$ cat config.mk
export PLATFORM = sky130hd
export DESIGN_NAME = cpu_mon_ctrl_flat
export DESIGN_NICKNAME = d
export VERILOG_FILES = /design/src/rtl/cpu_mon_ctrl_if.sv /design/src/rtl/cpu_mon_ctrl.sv /design/src/flat_wrapper.sv
export SDC_FILE = /design/constraint.sdc
export NUM_CORES = 1
export LEC_CHECK = 0
export CORE_MARGIN = 8
export CORE_UTILIZATION = 40
export CTS_CLUSTER_DIAMETER = 80
export CTS_CLUSTER_SIZE = 30
export DETAILED_ROUTE_END_ITERATION = 12
export GPL_ROUTABILITY_DRIVEN = 0
export PLACE_DENSITY = 0.72
export SLEW_MARGIN = 40
export SYNTH_ARGS = -nofsm -noshare
export SYNTH_HDL_FRONTEND = slang
export SYNTH_SLANG_ARGS = --single-unit
export TNS_END_PERCENT = 5
$ cat constraint.sdc
create_clock -name clk -period 2.7 [get_ports clk]
set_input_delay 0.405 -clock clk [delete_from_list [all_inputs] [get_ports clk]]
set_output_delay 0.405 -clock clk [all_outputs]
set_load 0.005 [all_outputs]
$ cat src/rtl/cpu_mon_ctrl_if.sv
// rtl/cpu_mon_ctrl_if.sv - UART-side byte stream bundle (rx strobe in, tx valid/ready out) for cpu_mon_ctrl
interface cpu_mon_ctrl_if;
  logic [7:0] rx_data;
  logic       rx_valid;
  logic [7:0] tx_data;
  logic       tx_valid;
  logic       tx_ready;

  modport master (
    output rx_data, rx_valid, tx_ready,
    input  tx_data, tx_valid
  );

  modport slave (
    input  rx_data, rx_valid, tx_ready,
    output tx_data, tx_valid
  );
endinterface

$ cat src/rtl/cpu_mon_ctrl.sv
// rtl/cpu_mon_ctrl.sv - host monitor: parses UART commands into RAM load/readback, CPU start/quit and PC readback
// Optional inter-byte timeout in the operand phase is enabled by defining CPU_MON_TIMEOUT_EN.
module cpu_mon_ctrl #(
  parameter int unsigned TIMEOUT_CYCLES = 1000000
) (
  input  logic          clk,
  input  logic          rst_n,
  cpu_mon_ctrl_if.slave bus,
  output logic          cpu_start_o,
  output logic          quit_cmd_o,
  output logic [31:2]   start_adr_o,
  output logic [13:2]   i_ram_radr_o,
  output logic [13:2]   i_ram_wadr_o,
  output logic [31:0]   i_ram_wdata_o,
  output logic          i_ram_wen_o,
  output logic          i_read_sel_o,
  input  logic [31:0]   i_ram_rdata_i,
  output logic [13:2]   d_ram_radr_o,
  output logic [13:2]   d_ram_wadr_o,
  output logic [31:0]   d_ram_wdata_o,
  output logic          d_ram_wen_o,
  output logic          d_read_sel_o,
  input  logic [31:0]   d_ram_rdata_i,
  input  logic [31:0]   pc_data_i
);

  localparam logic [7:0] CMD_WI  = 8'h01;
  localparam logic [7:0] CMD_WD  = 8'h02;
  localparam logic [7:0] CMD_RI  = 8'h03;
  localparam logic [7:0] CMD_RD  = 8'h04;
  localparam logic [7:0] CMD_GO  = 8'h05;
  localparam logic [7:0] CMD_QT  = 8'h06;
  localparam logic [7:0] CMD_PC  = 8'h07;
  localparam logic [7:0] RSP_OK  = 8'hAA;
  localparam logic [7:0] RSP_ERR = 8'hEE;

  typedef enum logic [2:0] {
    S_IDLE, S_ARG, S_EXEC, S_RD_WAIT, S_RD_CAP, S_TX
  } state_t;

  state_t        state_q;
  logic [7:0]    cmd_q;
  logic [2:0]    cnt_q;
  logic [47:0]   opnd_q;
  logic [47:0]   opnd_d;
  logic [7:0]    tx_data_q;
  logic          tx_valid_q;
  logic [23:0]   tx_shift_q;
  logic [1:0]    tx_left_q;
  logic [31:2]   start_adr_q;
  logic          cpu_start_q;
  logic          quit_q;
  logic [13:2]   i_radr_q, i_wadr_q, d_radr_q, d_wadr_q;
  logic [31:0]   i_wdata_q, d_wdata_q;
  logic          i_wen_q, d_wen_q, i_sel_q, d_sel_q;
  logic [31:0]   rd_word;
  logic          tx_accept;
  logic          to_expire;
  logic          unused_opnd;

  assign opnd_d      = {opnd_q[39:0], bus.rx_data};
  assign rd_word     = (cmd_q == CMD_RD) ? d_ram_rdata_i : i_ram_rdata_i;
  assign tx_accept   = tx_valid_q && bus.tx_ready;
  // The top operand byte is shifted out unused: the last operand arrives straight from rx_data.
  assign unused_opnd = &opnd_q[47:40];

`ifdef CPU_MON_TIMEOUT_EN
  localparam int unsigned TO_W = $clog2(TIMEOUT_CYCLES + 1);
  logic [TO_W-1:0] to_cnt_q;

  assign to_expire = (to_cnt_q == TO_W'(TIMEOUT_CYCLES - 1));

  always_ff @(posedge clk or negedge rst_n) begin
    if (!rst_n) begin
      to_cnt_q <= '0;
    end else if (state_q != S_ARG || bus.rx_valid) begin
      to_cnt_q <= '0;
    end else if (!to_expire) begin
      to_cnt_q <= to_cnt_q + 1'b1;
    end
  end
`else
  logic unused_timeout;
  assign to_expire      = 1'b0;
  assign unused_timeout = (TIMEOUT_CYCLES != 0);
`endif

  always_ff @(posedge clk or negedge rst_n) begin
    if (!rst_n) begin
      state_q     <= S_IDLE;
      cmd_q       <= '0;
      cnt_q       <= '0;
      opnd_q      <= '0;
      tx_data_q   <= '0;
      tx_valid_q  <= 1'b0;
      tx_shift_q  <= '0;
      tx_left_q   <= '0;
      start_adr_q <= '0;
      cpu_start_q <= 1'b0;
      quit_q      <= 1'b0;
      i_radr_q    <= '0;
      i_wadr_q    <= '0;
      i_wdata_q   <= '0;
      i_wen_q     <= 1'b0;
      i_sel_q     <= 1'b0;
      d_radr_q    <= '0;
      d_wadr_q    <= '0;
      d_wdata_q   <= '0;
      d_wen_q     <= 1'b0;
      d_sel_q     <= 1'b0;
    end else begin
      // Strobes are armed on the transition into EXEC, so they are high for exactly that cycle.
      i_wen_q     <= 1'b0;
      d_wen_q     <= 1'b0;
      cpu_start_q <= 1'b0;
      quit_q      <= 1'b0;

      if (tx_accept) begin
        if (tx_left_q == 2'd0) begin
          tx_valid_q <= 1'b0;
        end else begin
          tx_data_q  <= tx_shift_q[23:16];
          tx_shift_q <= {tx_shift_q[15:0], 8'h00};
          tx_left_q  <= tx_left_q - 2'd1;
        end
      end

      case (state_q)
        S_IDLE: begin
          if (bus.rx_valid) begin
            cmd_q <= bus.rx_data;
            case (bus.rx_data)
              CMD_WI, CMD_WD: begin cnt_q <= 3'd5; state_q <= S_ARG; end
              CMD_RI, CMD_RD: begin cnt_q <= 3'd1; state_q <= S_ARG; end
              CMD_GO:         begin cnt_q <= 3'd3; state_q <= S_ARG; end
              CMD_QT:         begin quit_q <= 1'b1; state_q <= S_EXEC; end
              CMD_PC:         state_q <= S_EXEC;
              default: begin
                tx_data_q  <= RSP_ERR;
                tx_valid_q <= 1'b1;
                tx_left_q  <= 2'd0;
                state_q    <= S_TX;
              end
            endcase
          end
        end

        S_ARG: begin
          if (bus.rx_valid) begin
            opnd_q <= opnd_d;
            if (cnt_q == 3'd0) begin
              state_q <= S_EXEC;
              case (cmd_q)
                CMD_WI: begin i_wadr_q <= opnd_d[43:32]; i_wdata_q <= opnd_d[31:0]; i_wen_q <= 1'b1; end
                CMD_WD: begin d_wadr_q <= opnd_d[43:32]; d_wdata_q <= opnd_d[31:0]; d_wen_q <= 1'b1; end
                CMD_RI: begin i_radr_q <= opnd_d[11:0]; i_sel_q <= 1'b1; end
                CMD_RD: begin d_radr_q <= opnd_d[11:0]; d_sel_q <= 1'b1; end
                CMD_GO: begin start_adr_q <= opnd_d[31:2]; cpu_start_q <= 1'b1; end
                default: ;
              endcase
            end else begin
              cnt_q <= cnt_q - 3'd1;
            end
          end else if (to_expire) begin
            tx_data_q  <= RSP_ERR;
            tx_valid_q <= 1'b1;
            tx_left_q  <= 2'd0;
            state_q    <= S_TX;
          end
        end

        S_EXEC: begin
          if (cmd_q == CMD_RI || cmd_q == CMD_RD) begin
            state_q <= S_RD_WAIT;
          end else begin
            state_q    <= S_TX;
            tx_valid_q <= 1'b1;
            if (cmd_q == CMD_PC) begin
              tx_data_q  <= pc_data_i[31:24];
              tx_shift_q <= pc_data_i[23:0];
              tx_left_q  <= 2'd3;
            end else begin
              tx_data_q <= RSP_OK;
              tx_left_q <= 2'd0;
            end
          end
        end

        // RAM data is valid one cycle after the address; capture it on the way into RD_CAP.
        S_RD_WAIT: begin
          i_sel_q    <= 1'b0;
          d_sel_q    <= 1'b0;
          tx_data_q  <= rd_word[31:24];
          tx_shift_q <= rd_word[23:0];
          tx_left_q  <= 2'd3;
          tx_valid_q <= 1'b1;
          state_q    <= S_RD_CAP;
        end

        S_RD_CAP: state_q <= S_TX;

        S_TX: begin
          if (tx_accept && tx_left_q == 2'd0) begin
            state_q <= S_IDLE;
          end
        end

        default: state_q <= S_IDLE;
      endcase
    end
  end

  assign bus.tx_data   = tx_data_q;
  assign bus.tx_valid  = tx_valid_q;
  assign cpu_start_o   = cpu_start_q;
  assign quit_cmd_o    = quit_q;
  assign start_adr_o   = start_adr_q;
  assign i_ram_radr_o  = i_radr_q;
  assign i_ram_wadr_o  = i_wadr_q;
  assign i_ram_wdata_o = i_wdata_q;
  assign i_ram_wen_o   = i_wen_q;
  assign i_read_sel_o  = i_sel_q;
  assign d_ram_radr_o  = d_radr_q;
  assign d_ram_wadr_o  = d_wadr_q;
  assign d_ram_wdata_o = d_wdata_q;
  assign d_ram_wen_o   = d_wen_q;
  assign d_read_sel_o  = d_sel_q;

endmodule
$ cat src/flat_wrapper.sv
// flat-port wrapper written by rule: the top's interface ports become plain ports
module cpu_mon_ctrl_flat 
#(
  parameter int unsigned TIMEOUT_CYCLES = 1000000
)
  (clk, rst_n, cpu_start_o, quit_cmd_o, start_adr_o, i_ram_radr_o, i_ram_wadr_o, i_ram_wdata_o, i_ram_wen_o, i_read_sel_o, i_ram_rdata_i, d_ram_radr_o, d_ram_wadr_o, d_ram_wdata_o, d_ram_wen_o, d_read_sel_o, d_ram_rdata_i, pc_data_i, bus_rx_data, bus_rx_valid, bus_tx_ready, bus_tx_data, bus_tx_valid);
  cpu_mon_ctrl_if bus_i ();
  input  logic clk;
  input  logic rst_n;
  output logic cpu_start_o;
  output logic quit_cmd_o;
  output logic [31:2] start_adr_o;
  output logic [13:2] i_ram_radr_o;
  output logic [13:2] i_ram_wadr_o;
  output logic [31:0] i_ram_wdata_o;
  output logic i_ram_wen_o;
  output logic i_read_sel_o;
  input  logic [31:0] i_ram_rdata_i;
  output logic [13:2] d_ram_radr_o;
  output logic [13:2] d_ram_wadr_o;
  output logic [31:0] d_ram_wdata_o;
  output logic d_ram_wen_o;
  output logic d_read_sel_o;
  input  logic [31:0] d_ram_rdata_i;
  input  logic [31:0] pc_data_i;
  input wire logic [$bits(bus_i.rx_data)-1:0] bus_rx_data;
  input wire logic [$bits(bus_i.rx_valid)-1:0] bus_rx_valid;
  input wire logic [$bits(bus_i.tx_ready)-1:0] bus_tx_ready;
  output wire logic [$bits(bus_i.tx_data)-1:0] bus_tx_data;
  output wire logic [$bits(bus_i.tx_valid)-1:0] bus_tx_valid;
  assign bus_i.rx_data = bus_rx_data;
  assign bus_i.rx_valid = bus_rx_valid;
  assign bus_i.tx_ready = bus_tx_ready;
  assign bus_tx_data = bus_i.tx_data;
  assign bus_tx_valid = bus_i.tx_valid;
  cpu_mon_ctrl #(.TIMEOUT_CYCLES(TIMEOUT_CYCLES)) u_core (.clk(clk), .rst_n(rst_n), .bus(bus_i), .cpu_start_o(cpu_start_o), .quit_cmd_o(quit_cmd_o), .start_adr_o(start_adr_o), .i_ram_radr_o(i_ram_radr_o), .i_ram_wadr_o(i_ram_wadr_o), .i_ram_wdata_o(i_ram_wdata_o), .i_ram_wen_o(i_ram_wen_o), .i_read_sel_o(i_read_sel_o), .i_ram_rdata_i(i_ram_rdata_i), .d_ram_radr_o(d_ram_radr_o), .d_ram_wadr_o(d_ram_wadr_o), .d_ram_wdata_o(d_ram_wdata_o), .d_ram_wen_o(d_ram_wen_o), .d_read_sel_o(d_read_sel_o), .d_ram_rdata_i(d_ram_rdata_i), .pc_data_i(pc_data_i));
endmodule
* After elaboration in Yosys (flattened, before gate mapping)
Cells that the tools add are included.
** Cells by class
- Muxes and demuxes :: 61
- Equal/unequal tests :: 26
- Shift operators :: 0
- Divide/modulo/power cells :: 0
- Reduce and logical (&&, ||, !) cells :: 24
- Bitwise gates (word level) :: 0
- Order comparisons :: 0
- Add/subtract/negate cells :: 2
- Multiply operators :: 0
** Operators with widths (number)
- 2-to-1 mux 24 bit :: 4
- == test 8 x 3 -> 1 bit (second input constant) :: 7
- 2-to-1 mux 8 bit :: 6
- one-hot mux 24 bit (2 select lines) :: 1
- == test 8 x 2 -> 1 bit (second input constant) :: 4
- 2-to-1 mux 32 bit :: 1
- AND reduction 4 bit :: 8
- 2-to-1 mux 1 bit :: 26
- 2-to-1 mux 3 bit :: 8
- one-hot mux 8 bit (3 select lines) :: 1
- one-hot mux 3 bit (6 select lines) :: 1
- == test 8 x 1 -> 1 bit (second input constant) :: 2
- 2-to-1 mux 2 bit :: 6
- one-hot mux 3 bit (2 select lines) :: 2
- one-hot mux 3 bit (3 select lines) :: 1
- inequality test 2 x 1 -> 1 bit (second input constant) :: 4
- OR reduction 7 bit :: 1
- == test 3 x 2 -> 1 bit (second input constant) :: 2
- == test 3 bit (second input constant) :: 2
- logical NOT 3 bit :: 2
- inequality test 2 bit (second input constant) :: 3
- one-hot mux 2 bit (3 select lines) :: 1
- OR reduction 2 bit :: 3
- AND reduction 5 bit :: 1
- 12 further kinds :: 16
** Word-level totals
- Bits in registers :: 233
- Memory bits (writable) :: 0
- Bits in read-only memories :: 0
- Memories kept :: 0
- Bits in latches :: 0

* Logic depth before layout (Yosys ltp)
Gate-level depths: netlist (run 1).
- Word-level depth :: 6
- Gate-level depth with buffers :: 8
- Depth with buffers taken out :: 6

* Least setup slack after synthesis (run 1)
Ideal clock, no wire load.
- Path type :: reg-to-reg
- Start point :: reg u_core.cmd_q[5]
- End point :: reg u_core.d_wadr_q, in the netlist u_core.d_ram_wadr_o[10]
- Slack :: 0.220 ns
- Stages on the path, launching flop included :: 8
- Data required time :: 2.575 ns
- Buffers on the path :: 3
- Library setup time :: 0.125 ns
- Arrival time :: 2.355 ns
- Clock period less this slack :: 2.480 ns
- Cells stage by stage :: dfrtp_1 or4_1 buf_2 nand4bb_1 buf_2 nor4b_4 buf_6 mux2_2
** Between the ends
- Cells in the longest elaborated chain, start to end :: 2
** Ends and longest elaborated chain
- start: declaration :: RTL line cpu_mon_ctrl.sv:42 : logic [7:0] cmd_q;
- start signal: assignment :: RTL line cpu_mon_ctrl.sv:131 : cmd_q <= bus.rx_data;
- == test 8 x 2 -> 1 bit :: RTL line cpu_mon_ctrl.sv:153 : case (cmd_q)
- AND reduction 4 bit (no source line)
- end signal: assignment :: RTL line cpu_mon_ctrl.sv:107 : d_wadr_q <= '0;
- end signal: assignment :: RTL line cpu_mon_ctrl.sv:155 : CMD_WD: begin d_wadr_q <= opnd_d[43:32]; d_wdata_q <= opnd_d[31:0]; d_wen_q <= 1'b1; end
- end: declaration :: RTL line cpu_mon_ctrl.sv:53 : logic [13:2] i_radr_q, i_wadr_q, d_radr_q, d_wadr_q;
Every way passes these cells.
A chain may end at the register's enable or synchronous reset.

* Final worst setup path (run 1)
- Start point :: reg u_core.cmd_q[5]
- End point :: reg u_core.d_wdata_q[5], in the netlist u_core.d_ram_wdata_o[5]
** Between the ends
- Cells in the longest elaborated chain, start to end :: 2
** Ends and longest elaborated chain
- == test 8 x 2 -> 1 bit :: RTL line cpu_mon_ctrl.sv:153
- AND reduction 4 bit (no source line)
- end signal: assignment :: RTL line cpu_mon_ctrl.sv:108 : d_wdata_q <= '0;
- end signal: assignment :: RTL line cpu_mon_ctrl.sv:155
- end: declaration :: RTL line cpu_mon_ctrl.sv:54 : logic [31:0] i_wdata_q, d_wdata_q;
Every way passes these cells.

==> results.sh, run 1 <==
export IMPL_wl_per_cell_um=21.31
export IMPL_drc_errors=0
export IMPL_htreeDepth=1
export IMPL_r2r_start="u_core.cmd_q[5]"
export IMPL_antenna_found_initial=0
export IMPL_timing_slew_headroom_pct=63.32
export IMPL_hold_path_class="in -> async"
export IMPL_viasPerCell=5.205
export IMPL_core_area_um2=24320
export IMPL_cts_root_buf="clkbuf_16"
export IMPL_path_clk_slew_ns=0.10
export IMPL_ys_seq_area_share_pct=58.73
export IMPL_synth_edff_count=0
export IMPL_yosysWarningCount=0
export IMPL_critical_path_arrival_ns=2.94
export IMPL_clk_path_buf_depth=3
export IMPL_busiest_layer="met2"
export IMPL_reg2reg_depth=6
export IMPL_grtUsageMet1_pct=23.54
export IMPL_drtPass1Iterations=4
export IMPL_num_rows=57
export IMPL_insertion_delay_ns=0.49
export IMPL_final_layout_size_suffix_gt1_share_pct=27.30
export IMPL_initial_core_util_pct=40.82
export IMPL_grt_util_met2_pct=30.60
export IMPL_synthCells=706
export IMPL_hold_viol_final=0
export IMPL_setup_tns_ns=0
export IMPL_critPathLaunchType="register"
export IMPL_max_freq_mhz=390.1
export IMPL_r2r_end="u_core.d_ram_wdata_o[5]"
export IMPL_first_iter_violations=334
export IMPL_die_area_um2=30110
export IMPL_rsz0062_at_grt="false"
export IMPL_io_pins=265
export IMPL_grt_max_degree=70
export IMPL_clock_sinks=233
export IMPL_async_flop_share_pct=100.0
export IMPL_first_global_vias=7147
export IMPL_p_total_mw=8.928
export IMPL_maxCapViolCount=0
export IMPL_synth_area_um2=9927
export IMPL_period_share_pct=94.93
export IMPL_syn_to_final_growth_pct=36.98
export IMPL_die_x_um=173.5
export IMPL_skew_ns=0.02427
export IMPL_tritoncts="yes"
export IMPL_grt_first_pass_wirelength_mm=43.53
export IMPL_period_minus_slack_ns=2.563
export IMPL_grt_use_met3_pct=3.638
export IMPL_irDropWorstVdd_mv=0.3583
export IMPL_crit_path_end_kind="register"
export IMPL_finalSetupViolations=0
export IMPL_grt_overflow_total=0
export IMPL_crit_path_max_fanout=13
export IMPL_die_y_um=173.5
export IMPL_vias=6834
export IMPL_cts_setup_buffers=0
export IMPL_final_max_slew_viol_count=0
export IMPL_dp_hpwl_mm=20.81
export IMPL_tightest_slew_ns=0.5502
export IMPL_cts_buffers_inserted=13
export IMPL_totalWireLength_mm=27.98
export IMPL_fin_util_pct=55.91
export IMPL_p_leak_nw=5.974
export IMPL_regToRegSetupSlack_ns=0.14
export IMPL_syn_num_nets=816
export IMPL_antennaDiodeCount=0
export IMPL_crit_required_ns=3.08
export IMPL_layout_commonest_cell="clkdlybuf4s50_1"
export IMPL_final_cell_mix="clkdlybuf4s50_1, dfrtp_1, mux2_2, mux2i_1, buf_4"
export IMPL_placed_area_um2=13170
export IMPL_powerDensity_nw_per_um2=656.6
export IMPL_layout_nets=1092
export IMPL_drtAntennaViolNets=0
export IMPL_yosysUniqueCellTypes=54
export IMPL_track_usage_pct=18.15
export IMPL_io_buffer_count=264
export IMPL_status="finished clean"
export IMPL_design_area_um2=13600
export IMPL_worstSetupPathType="reg -> reg"
export IMPL_cts_resized=0
export IMPL_postSynthRegisterBits=233
export IMPL_synth_ff_type="dfrtp_1"
export IMPL_avgSynthCellArea_um2=14.06
## worst max-delay path, cell delays in order, from the launching register on
cell and delay, ns:
dfrtp_1 0.39, or4_1 0.64, nand4bb_1 0.24, buf_4 0.17
nor4b_4 0.34, buf_4 0.30, mux2_2 0.35
## cell usage after synthesis, types with 2 or more instances
master | n | area share, %
a211oi_1 | 2 | 0.15
a21boi_0 | 2 | 0.15
a21oi_1 | 12 | 0.61
a221oi_1 | 2 | 0.18
a31o_2 | 2 | 0.18
buf_2 | 11 | 0.55
buf_6 | 8 | 0.91
clkbuf_1 | 28 | 1.1
dfrtp_1 | 233 | 59
ha_1 | 2 | 0.25
inv_1 | 13 | 0.49
mux2_1 | 2 | 0.23
mux2_2 | 190 | 22
mux2i_1 | 45 | 4.5
nand2_1 | 35 | 1.3
nand2b_1 | 2 | 0.13
nand3_1 | 2 | 0.10
nand3b_1 | 2 | 0.15
nor2_1 | 17 | 0.64
nor3_1 | 5 | 0.25
nor3b_1 | 2 | 0.15
nor4b_1 | 2 | 0.18
nor4b_2 | 2 | 0.30
nor4b_4 | 2 | 0.48
o211a_1 | 5 | 0.50
o211ai_1 | 7 | 0.53
o21a_1 | 2 | 0.15
o21ai_0 | 9 | 0.45
o221ai_1 | 26 | 2.3
o22ai_1 | 7 | 0.44
o2bb2ai_1 | 2 | 0.18
or3b_2 | 2 | 0.18
or4_1 | 2 | 0.15
## per-stage QoR
stage          setup slack (ns)  hold WS (ns)  instances
2_1_floorplan            0.2205        0.1094        706
3_3_place_gp           0.008784        0.4050       1290
3_5_place_dp           -0.02412        0.3995       1290
4_1_cts                  0.1531        0.4662       1313
5_1_grt                 0.04826        0.5011       1313
6_report                 0.1369        0.4474       1313
## how the worst max path moves through the flow
| stage | start | to | slack (ns) | cells after the start |
|---|---|---|---|---|
| floorplan | u_core.cmd_q[5] | u_core.d_ram_wadr_o[10] | 0.22 | 7 |
| global placement | bus_rx_valid | u_core.d_ram_wdata_o[20] | 0.009 | 7 |
| detailed placement | bus_rx_valid | u_core.d_ram_wdata_o[12] | -0.02 | 7 |
| CTS | u_core.cmd_q[5] | u_core.d_ram_wdata_o[5] | 0.15 | 6 |
| global route | u_core.cmd_q[5] | u_core.d_ram_wdata_o[1] | 0.05 | 6 |
| finish | u_core.cmd_q[5] | u_core.d_ram_wdata_o[5] | 0.14 | 6 |
## sequential cells by signal, indices dropped and copies added, names as in the netlist, 2 cells and up
name                  cells
u_core.state_q            3
u_core.cmd_q              8
u_core.bus.tx_data        8
u_core.d_ram_radr_o      12
u_core.cnt_q              3
u_core.tx_left_q          2
u_core.opnd_q            36
u_core.i_ram_radr_o      12
u_core.d_ram_wadr_o      12
u_core.i_ram_wadr_o      12
u_core.start_adr_o       30
u_core.i_ram_wdata_o     32
u_core.tx_shift_q        24
u_core.d_ram_wdata_o     32
## cells by family (layout without fill, tap and decap cells)
kind of cell               Yosys count  after routing  share of synthesized area, %
muxes                              237            237                         26.32
DFF                                233            233                         58.73
AOI/OAI and AO/OA                   89             89                         6.819
and+or+nand+nor                     84             84                         4.790
buffers and inverters               61            344                         3.088
adders and majority gates            2              2                        0.2520
## power by group
group / switching (mW) / internal (mW) / total (mW) / leakage [nW]
Combinational: 0.903 / 1.15 / 2.05 / 2.68
Sequential: 0.598 / 4.09 / 4.69 / 3.09
Clock: 1.23 / 0.953 / 2.18 / 0.204
## layout make-up
| cell class | instances | area [µm²] |
|---|---|---|
| Multi-Input combinational cell | 412 | 3832 |
| Tap cell | 324 | 405.4 |
| Clock buffer | 14 | 329.1 |
| Timing Repair Buffer | 309 | 3063 |
| Sequential cell | 233 | 5831 |
| Clock inverter | 8 | 88.84 |
| Fill cell | 2044 | 10720 |
| Inverter | 13 | 48.80 |
## layer usage
layer | share of wire [%] | routed length (µm)
met1 | 42 | 11870
met2 | 50 | 13910
met3 | 5.6 | 1559
met4 | 2.3 | 637
met5 | 0 | 0
## timing repair
item / in CTS / in global routing
hold buffers: 1 / 0
endpoints found under the hold margin: 65 / 0
setup endpoints to repair: 0 / 0
Power figures use the tool's default switching activity.
==> inputs of run 2 (changes only) <==
--- a/config.mk
+++ b/config.mk
@@ -5,7 +5,6 @@
 export SDC_FILE = /design/constraint.sdc
 export NUM_CORES = 1
 export LEC_CHECK = 0
-export CORE_MARGIN = 8
 export CORE_UTILIZATION = 40
 export CTS_CLUSTER_DIAMETER = 80
 export CTS_CLUSTER_SIZE = 30
==> run 2 against run 1 <==
Global-route usage grew 2.5 points; clock power shrank 5%; sequential cell count is the same; critical endpoint is now u_core.d_ram_wdata_o[2]; via count shrank 0.82%; critical path depth is the same; clock skew shrank 0.0069 ns; first-iteration DRC count shrank 12%; cell area shrank 0.23%; worst setup slack gained 0.031 ns; die area shrank 15%; count of clock-buffer cells in the layout is the same; wire length shrank 7.1%.
==> results.sh, run 2 (same netlist as run 1, synthesis figures left out) <==
export IMPL_grt_overflow_total=0
export IMPL_wl_per_cell_um=19.88
export IMPL_critPathLaunchType="register"
export IMPL_num_rows=57
export IMPL_cts_resized=0
export IMPL_totalWireLength_mm=25.99
export IMPL_hold_viol_final=0
export IMPL_status="finished clean"
export IMPL_timing_slew_headroom_pct=52.49
export IMPL_critical_path_arrival_ns=2.90
export IMPL_drc_errors=0
export IMPL_io_buffer_count=264
export IMPL_cts_setup_buffers=0
export IMPL_htreeDepth=1
export IMPL_path_clk_slew_ns=0.11
export IMPL_layout_commonest_cell="clkdlybuf4s50_1"
export IMPL_die_y_um=159.5
export IMPL_rsz0062_at_grt="false"
export IMPL_initial_core_util_pct=40.82
export IMPL_core_area_um2=24320
export IMPL_r2r_end="u_core.d_ram_wdata_o[2]"
export IMPL_cts_buffers_inserted=12
export IMPL_cts_root_buf="clkbuf_16"
export IMPL_reg2reg_depth=6
export IMPL_clock_sinks=233
export IMPL_syn_to_final_growth_pct=36.67
export IMPL_crit_path_end_kind="register"
export IMPL_r2r_start="u_core.cmd_q[5]"
export IMPL_drtAntennaViolNets=0
export IMPL_period_share_pct=93.79
export IMPL_setup_tns_ns=0
export IMPL_powerDensity_nw_per_um2=649.3
export IMPL_antenna_found_initial=0
export IMPL_drtPass1Iterations=5
export IMPL_grt_first_pass_wirelength_mm=41.00
export IMPL_layout_nets=1089
export IMPL_finalSetupViolations=0
export IMPL_worstSetupPathType="reg -> reg"
export IMPL_crit_required_ns=3.07
export IMPL_final_cell_mix="clkdlybuf4s50_1, dfrtp_1, mux2_2, mux2i_1, nand2_1"
export IMPL_skew_ns=0.01734
export IMPL_final_layout_size_suffix_gt1_share_pct=26.86
export IMPL_tritoncts="yes"
export IMPL_clk_path_buf_depth=3
export IMPL_crit_path_max_fanout=44
export IMPL_regToRegSetupSlack_ns=0.17
export IMPL_whs_ns=0.4928
export IMPL_track_usage_pct=20.63
export IMPL_hold_path_class="in -> async"
export IMPL_io_pins=265
export IMPL_viasPerCell=5.186
export IMPL_tightest_slew_ns=0.7111
export IMPL_die_x_um=159.5
export IMPL_period_minus_slack_ns=2.532
export IMPL_p_leak_nw=5.954
export IMPL_dp_hpwl_mm=18.59
export IMPL_largest_register="u_core.opnd_q"
export IMPL_largest_reg_flops=36
export IMPL_first_global_vias=6946
export IMPL_maxCapViolCount=0
export IMPL_irDropWorstVdd_mv=0.3925
export IMPL_first_iter_violations=295
export IMPL_p_total_mw=8.809
export IMPL_antennaDiodeCount=0
export IMPL_max_freq_mhz=394.9
export IMPL_grt_max_degree=75
export IMPL_final_max_slew_viol_count=0
export IMPL_vias=6778
export IMPL_die_area_um2=25450
export IMPL_insertion_delay_ns=0.48
[run 2: changes by cell type in the layout (fill, tap and decap cells not counted)]
cell      delta
buf_12       +2
inv_8        +2
clkinv_2     -1
inv_6        -3
buf_4        -4
clkinv_8     -1
inv_12       -1
[run 2: critical path: stages (launching register included)]
cell and delay (ns):
dfrtp_1 0.39, or4_1 0.61, nand4bb_1 0.24, buf_4 0.19, nor4b_4 0.26, buf_12 0.30
mux2_2 0.38
[run 2: timing repair]
action                                  4_1_cts  5_1_grt
hold endpoints to repair                     70        0
hold buffers                                  1        0
endpoints found under the setup margin        0        0
[run 2: per-layer routing]
metal  global-route usage, %  part of all wire (%)  up-vias
li1                        -                     -     3120
met1                   26.90                    42     3449
met2                   34.40                    49      173
met3                   4.585                   5.9       36
met4                   6.031                   2.6        0
met5                       0                     0        -
[run 2: per-stage QoR]
step | instances | cell area (µm²) | util [%] | setup WS [ns]
2_1_floorplan | 706 | 9927 | - | 0.2205
3_3_place_gp | 1288 | 13180 | 54.20 | 0.05761
3_5_place_dp | 1288 | 13180 | 54.20 | 0.02022
4_1_cts | 1307 | 13570 | 55.79 | 0.1474
5_1_grt | 1307 | 13570 | 55.79 | 0.04531
6_report | 1307 | 13570 | 55.79 | 0.1678
[run 2: worst max-delay path by stage]
| stage | startpoint | endpoint | slack (ns) | depth (start not counted) |
|---|---|---|---|---|
| 2_1_floorplan | u_core.cmd_q[5] | u_core.d_ram_wadr_o[10] | 0.22 | 7 |
| 3_3_place_gp | bus_rx_valid | u_core.d_ram_radr_o[12] | 0.06 | 6 |
| 3_5_place_dp | bus_rx_valid | u_core.d_ram_radr_o[9] | 0.02 | 6 |
| 4_1_cts | u_core.cmd_q[5] | u_core.d_ram_wdata_o[2] | 0.15 | 6 |
| 5_1_grt | u_core.cmd_q[5] | u_core.d_ram_wdata_o[4] | 0.05 | 6 |
| 6_report | u_core.cmd_q[5] | u_core.d_ram_wdata_o[2] | 0.17 | 6 |
[run 2: final cells by class]
type	count	area (µm²)
Clock buffer	14	329.1
Clock inverter	4	47.55
Fill cell	2011	10750
Inverter	13	48.80
Multi-Input combinational cell	412	3832
Sequential cell	233	5831
Tap cell	324	405.4
Timing Repair Buffer	307	3073
[run 2: power by group]
part | switching [mW] | total [mW] | internal, mW
Combinational | 0.916 | 2.07 | 1.16
Clock | 1.15 | 2.07 | 0.914
Sequential | 0.578 | 4.67 | 4.09
Total | 2.65 | 8.81 | 6.16
